==> src/rtl/vga_timing_pkg.sv <==
// vga_timing_pkg: default 640x480@60 timing, derived totals and sync-window bounds.
package vga_timing_pkg;
  localparam int DEF_H_ACTIVE = 640;
  localparam int DEF_H_FP = 16;
  localparam int DEF_H_SYNC = 96;
  localparam int DEF_H_BP = 48;
  localparam int DEF_V_ACTIVE = 480;
  localparam int DEF_V_FP = 10;
  localparam int DEF_V_SYNC = 2;
  localparam int DEF_V_BP = 33;
  localparam int DEF_H_TOTAL = DEF_H_ACTIVE + DEF_H_FP + DEF_H_SYNC + DEF_H_BP;
  localparam int DEF_V_TOTAL = DEF_V_ACTIVE + DEF_V_FP + DEF_V_SYNC + DEF_V_BP;
  localparam int DEF_H_SYNC_START = DEF_H_ACTIVE + DEF_H_FP;
  localparam int DEF_H_SYNC_END = DEF_H_SYNC_START + DEF_H_SYNC;
  localparam int DEF_V_SYNC_START = DEF_V_ACTIVE + DEF_V_FP;
  localparam int DEF_V_SYNC_END = DEF_V_SYNC_START + DEF_V_SYNC;
  function automatic logic in_window(input logic [10:0] v, input logic [10:0] lo, input logic [10:0] hi);
    return v >= lo && v < hi;
  endfunction
endpackage

==> src/rtl/vga_counter.sv <==
// vga_counter: 0..MAX-1 wrapping counter with increment enable and wrap strobe.
module vga_counter #(
  parameter int MAX = 800
) (
  input  logic        pixel_clock,
  input  logic        reset,
  input  logic        inc,
  output logic [10:0] count,
  output logic        wrap
);
  assign wrap = inc && count == 11'(MAX - 1);
  always_ff @(posedge pixel_clock or posedge reset)
    if (reset) count <= '0;
    else if (inc) count <= wrap ? '0 : count + 11'd1;
endmodule

==> src/rtl/vga_core.sv <==
// vga_core: VGA raster timing generator; define VGA_CORE_REG_OUT_EN for registered,
// one-cycle-delayed outputs (all five stay aligned).
import vga_timing_pkg::*;
module vga_core #(
  parameter int   H_ACTIVE  = DEF_H_ACTIVE,
  parameter int   H_FP      = DEF_H_FP,
  parameter int   H_SYNC    = DEF_H_SYNC,
  parameter int   H_BP      = DEF_H_BP,
  parameter int   V_ACTIVE  = DEF_V_ACTIVE,
  parameter int   V_FP      = DEF_V_FP,
  parameter int   V_SYNC    = DEF_V_SYNC,
  parameter int   V_BP      = DEF_V_BP,
  parameter logic HSYNC_POL = 1'b0,
  parameter logic VSYNC_POL = 1'b0
) (
  input  logic        pixel_clock,
  input  logic        reset,
  output logic        hsync,
  output logic        vsync,
  output logic        blank,
  output logic [10:0] x,
  output logic [10:0] y
);
  localparam int H_TOTAL = H_ACTIVE + H_FP + H_SYNC + H_BP;
  localparam int V_TOTAL = V_ACTIVE + V_FP + V_SYNC + V_BP;
  localparam logic [10:0] HA = 11'(H_ACTIVE);
  localparam logic [10:0] VA = 11'(V_ACTIVE);
  localparam logic [10:0] HSS = 11'(H_ACTIVE + H_FP);
  localparam logic [10:0] HSE = 11'(H_ACTIVE + H_FP + H_SYNC);
  localparam logic [10:0] VSS = 11'(V_ACTIVE + V_FP);
  localparam logic [10:0] VSE = 11'(V_ACTIVE + V_FP + V_SYNC);
  logic [10:0] hc, vc;
  logic h_wrap, frame_end_unused;
  logic hs_d, vs_d, bl_d;
  vga_counter #(.MAX(H_TOTAL)) u_h (
    .pixel_clock(pixel_clock), .reset(reset), .inc(1'b1), .count(hc), .wrap(h_wrap)
  );
  vga_counter #(.MAX(V_TOTAL)) u_v (
    .pixel_clock(pixel_clock), .reset(reset), .inc(h_wrap), .count(vc), .wrap(frame_end_unused)
  );
  assign hs_d = in_window(hc, HSS, HSE) ? HSYNC_POL : ~HSYNC_POL;
  assign vs_d = in_window(vc, VSS, VSE) ? VSYNC_POL : ~VSYNC_POL;
  assign bl_d = hc >= HA || vc >= VA;
`ifdef VGA_CORE_REG_OUT_EN
  always_ff @(posedge pixel_clock or posedge reset)
    if (reset) begin
      x     <= '0;
      y     <= '0;
      hsync <= ~HSYNC_POL;
      vsync <= ~VSYNC_POL;
      blank <= 1'b0;
    end else begin
      x     <= hc;
      y     <= vc;
      hsync <= hs_d;
      vsync <= vs_d;
      blank <= bl_d;
    end
`else
  assign x = hc;
  assign y = vc;
  assign hsync = hs_d;
  assign vsync = vs_d;
  assign blank = bl_d;
`endif
endmodule

==> config.mk <==
export PLATFORM = sky130hd
export DESIGN_NAME = vga_core
export DESIGN_NICKNAME = d
export VERILOG_FILES = /design/src/rtl/vga_timing_pkg.sv /design/src/rtl/vga_counter.sv /design/src/rtl/vga_core.sv
export SDC_FILE = /design/constraint.sdc
export NUM_CORES = 1
export LEC_CHECK = 0
export BUFFER_PORTS_ARGS = -buffer_cell sky130_fd_sc_hd__buf_2
export CORE_UTILIZATION = 56
export CTS_CLUSTER_DIAMETER = 50
export DETAILED_ROUTE_END_ITERATION = 10
export MAX_ROUTING_LAYER = met4
export PLACE_DENSITY = 0.82
export SETUP_SLACK_MARGIN = 0.1
export SLEW_MARGIN = 25
export SYNTH_ARGS = -nofsm -noshare
export SYNTH_HDL_FRONTEND = slang
export SYNTH_HIERARCHICAL = 1
export SYNTH_SLANG_ARGS = --single-unit
==> constraint.sdc <==
create_clock -name pixel_clock -period 3.4 [get_ports pixel_clock]
set_input_delay 0.85 -clock pixel_clock [delete_from_list [all_inputs] [get_ports pixel_clock]]
set_output_delay 0.85 -clock pixel_clock [all_outputs]
set_load 0.03 [all_outputs]
# Yosys cells after proc, flatten, opt, wreduce, memory -nomap -nowiden
# Index checks and enable logic that the tools add are counted.
[op_classes]
addsub = 2
magnitude_cmp = 6
n_eq_ne = 2
n_mux = 4
reduce_logical = 4
[op_table]
columns = ["cell", "n"]
rows = [
  ["adder 11 x 1 -> 11 bit, second input constant", 2],
  ["equality test 11 x 10 -> 1 bit, second input constant", 2],
  ["greater-or-equal comparator 11 x 10 -> 1 bit, second input constant", 2],
  ["greater-or-equal comparator 11 x 9 -> 1 bit, second input constant", 2],
  ["two-way mux 11 bit", 2],
  ["less-than comparator 11 x 10 -> 1 bit, second input constant", 1],
  ["less-than comparator 11 x 9 -> 1 bit, second input constant", 1],
  ["logical AND 1 bit", 3],
  ["two-way mux 1 bit", 2],
  ["logical OR 1 bit", 1],
]
[word_totals]
ff_bits = 22
in_bits = 2
output_inout_bits = 25

# Depth between registers and ports, before layout
[depth]
depth_word = 3
depth_mapped = 7
ltp_nobuf = 6

# Modules after synthesis
# Netlist, hierarchy kept.
[modules_own_cells]
columns = ["module", "n_inst", "cells_per_inst", "area_per_inst_um2", "seq_area_each_um2"]
rows = [
  ["vga_counter (u_v)", 1, 54, 585.6, 275.3],
  ["vga_counter (u_h)", 1, 52, 539.3, 275.3],
  ["vga_core", 1, 11, 72.6, 0.0],
]

# Least setup slack after synthesis
# OpenSTA, ideal clock, no wires.
[synth_timing]
path_type = "flip-flop to flip-flop"
startpoint = "register u_h.count[5]"
endpoint = "register u_v.count[9]"
setup_time_ps = 77
t_arrival_ps = 2365
path_slack_ps = 957
path_stages_with_launch = 7
n_path_buf = 1
cell_sequence = "dfrtp_1 or4b_4 nor4_4 buf_4 nand4_4 or4_1 a21oi_1"
[synth_between]
elab_chain_len = 3
[synth_lines]
columns = ["element", "line_no", "text"]
rows = [
  ["start, declared", "vga_counter.sv:8", "output logic [10:0] count,"],
  ["start signal, assigned", "vga_counter.sv:14", "else if (inc) count <= wrap ? '0 : count + 11'd1;"],
  ["equality test 11 x 10 -> 1 bit *", "vga_counter.sv:11", "assign wrap = inc && count == 11'(MAX - 1);"],
  ["net h_wrap", "vga_core.sv:33", "logic h_wrap, frame_end_unused;"],
  ["logical AND 1 bit", "vga_counter.sv:11", ""],
  ["two-way mux 11 bit", "vga_counter.sv:14", ""],
  ["end signal, assigned", "vga_counter.sv:14", ""],
  ["end, declared", "vga_counter.sv:8", ""],
]
# The timed path passes the listed nets; every way through them passes the cells marked *.
# A chain may end at the register's enable or synchronous reset.

# Final worst setup path
[layout_timing]
startpoint = "register u_v.count[2]"
endpoint = "output vsync"
[layout_between]
elab_chain_len = 3
elab_cells_between_ends = 4
classes_between = "order compare (2); mux (1); reduce/logical (1)"
[layout_lines]
columns = ["element", "line_no", "text"]
rows = [
  ["greater-or-equal comparator 11 x 9 -> 1 bit or less-than comparator 11 x 9 -> 1 bit (tied branches)", "vga_timing_pkg.sv:18", "return v >= lo && v < hi;"],
  ["logical AND 1 bit *", "vga_timing_pkg.sv:18", ""],
  ["two-way mux 1 bit *", "vga_core.sv:42", "assign vs_d = in_window(vc, VSS, VSE) ? VSYNC_POL : ~VSYNC_POL;"],
  ["end, declared", "vga_core.sv:19", "output logic vsync,"],
]
# Every way passes the cells marked *; elsewhere a longest branch is shown, timed or not.

==> metrics.txt <==
outcome=completed; Logic pwr share=0.294; clock power share=0.208; Seq/Total Area, Yosys=0.460; CP top delay family=simple AND/OR/NAND/NOR gates; Nets=158; MaxCap Viol Count=0; Die X-Extent=48.2 microns; Wirelength per Cell=14.0 microns; Post-Synthesis Cells=117; Critical Path Max Stage Delay=0.50 ns; synth unique cells=37; Ant. Diodes=0; placed cell areas=1380 sq um; core area=1980 sq um; Setup Fix Bufs, Post-CTS=0; Iter 0 DRT Violations=35; Cell Area, Synth=1200 sq um; Compound-Gate Fraction of Synth Area=0.0669; Period Utilization, post-route=0.716; maximum buffer depth of the clock tree=2; Final setup viols=0; io pins=27; M2 GR Usage=0.424; DRC Markers=0; Int Pwr=431 uW; ys async rst share=1.00; top post-synthesis cells by area=dfrtp_1 46%, xor2_1 5.9%, xnor2_1 4.4%; combinational family with the most area after synthesis=simple AND/OR/NAND/NOR gates; vias post-DR=989; critical-path cell list=nand4bb_1 -> or4_1 -> buf_2; vias in the first global route=901; Reg-to-Reg End=u_v/count[9]; critical setup path kind=flip-flop to output port; Net Switching=255 uW; pwr dens=484 nW/um^2; Row Count=16; Final Instance Count excl. Fillers=179; IO buf count=26; Clock transition at path regs=0.12 ns; Setup crit start kind=flip-flop; sequential cell area=551 sq um; Most Used Layer, Global Route=met2; largest net degree at the start of global routing=13; Post-synth EDFFs=0; Crit. End Element=output port; CTS sink count=22; routing usage on met3=0.0370; initial antenna violation count=0; Clock H-tree levels=1; Via density=5.53; critical path peak fanout=7; Sequential Power Share=0.498; Root Driver=clkbuf_4; cts repair resizes=0; layout cells sized above 1=0.263; DR pass1 iterations=4; Worst R2R Path Depth=5; Highest Clock Rate=411 MHz; area share of the largest cell type after synthesis=0.460; reg2reg setup slack=0.99 ns; DP Wirelength=1790 microns; chip height=48.2 microns; final WL=2500 microns; placed cells=175; die area=2330 sq um; area grow syn2layout=18.3%; Layout Skew=0.00297 ns; XOR/XNOR Fraction of Synth Area=0.102; total CTS buffers=3; Synth Area in Adders=0.0313; CTS tree=built; GR Layer Usage met1=0.305; worst min path class=input port to async pin; Total GRT Usage=0.254; Synth warnings=6; RSZ-0062 raised after global routing=false; Crit path arrival time=1.58 ns; Switching Fraction=0.372; ANT nets after route=0; Syn Area/Cell=10.2 sq um; post-synthesis mux area share=0.0178; worst path buffer plus inverter count=1; CP max stage cell=dfrtp_1; minimum clock period=2.43 ns; Synth Register Bits=22; Clk Latency, worst-skew pair=0.30 ns; Post-Synth Simple-Gate Area=0.284; Congestion Overflow GR=0; fill cell count=162; routability cong.=0.914; Pleak=0.726 nW; WP data required=2.55 ns; Multi-input gate area=624 sq um; global-route wire length before repair=3910 microns; Reg-to-Reg Start=u_h/count[5]; cell taking the most area after synthesis=dfrtp_1; cell area after layout=1420 sq um; Hold-fix buffers, CTS=0; Initial Util=0.604; fin. max-slew vios=0; most common flop cell mapped by yosys=dfrtp_1; Max VDD drop=0.454 mV; setup TNS=0 ns; count of final hold-check violations=0
## power by group through the flow
stage          sequential, mW  clock [mW]  combinational [mW]
5_1_grt                 0.350       0.159               0.217
3_5_place_dp            0.347           0               0.201
4_1_cts                 0.342       0.147               0.202
6_report                0.342       0.142               0.202
2_1_floorplan           0.406           0              0.0829
3_3_place_gp            0.343           0               0.195
## through the flow
stage	utilization	total power, mW	setup slack (ns)	hold slack [ns]
after CTS	0.715	0.691	0.947	0.511
final	0.715	0.686	0.966	0.510
after detailed placement	0.696	0.548	1.05	0.521
after global placement	0.696	0.538	1.12	0.516
after global routing	0.715	0.725	0.834	0.523
after floorplan	-	0.489	0.957	0.685
## worst register-to-register path: stages, from the launching register on
cell and delay (ns):
dfrtp_1 0.48, or4b_4 0.59, nor4_4 0.37, nand4_4 0.21, or4_1 0.54, a21oi_1 0.16
## state kept, by name, summed over array words and instances, names as in the netlist
register and flops:
u_v/count 11, u_h/count 11
## synth_stat cells, drive strengths merged (3+ instances only)
library cell  count
inv               9
nand3             7
nand4             6
nor2             10
dfrtp            22
nor3              7
o21ai             3
xor2              8
ha                3
or4               3
a21oi             3
xnor2             6
nand2             9
## how the worst max path moves through the flow
stage                     depth (start not counted)  slack [ns]         start      endpoint
after floorplan                                   6        0.96  u_h/count[5]  u_v/count[9]
after global placement                            5        1.12  u_h/count[5]  u_v/count[9]
after detailed placement                          5        1.05  u_h/count[5]  u_v/count[9]
after CTS                                         3        0.95  u_v/count[2]         vsync
after global routing                              5        0.83  u_h/count[5]  u_v/count[9]
final                                             3        0.97  u_v/count[2]         vsync
## logic make-up after synthesis
group / Yosys count
adder cells (fa/ha/maj): 3
other: 1
buffers and inverters: 10
flip-flops: 22
multiplexers: 2
XOR/XNOR: 14
AO/OA/AOI/OAI: 12
AND/OR/NAND/NOR: 53
## layout make-up
cell class / count / area share
repair buffers: 27 / 0.0972
well taps: 27 / 0.0239
clock buffers: 4 / 0.0256
flip-flops and latches: 22 / 0.389
inverters: 9 / 0.0239
multi-input cells: 90 / 0.441
## cells in the final DEF (no fill, tap or decap), drive strengths merged, types with 2 or more instances in the layout
master and n:
conb 6, nand2 9, nor2 10, buf 27, o31ai 2, or4 3, clkbuf 4, nor4 2
nand3 7, xnor2 6, inv 9, xor2 8, nand4 6, o21ai 3, nor3 7, ha 3
dfrtp 22, a21oi 3, o22ai 2
## per-layer routing
metal / share of wire / wire [microns]
met4: 0.0056 / 14
met5: 0 / 0
met2: 0.53 / 1330
met3: 0.051 / 128
met1: 0.41 / 1020
Power figures use the tool's default switching activity.
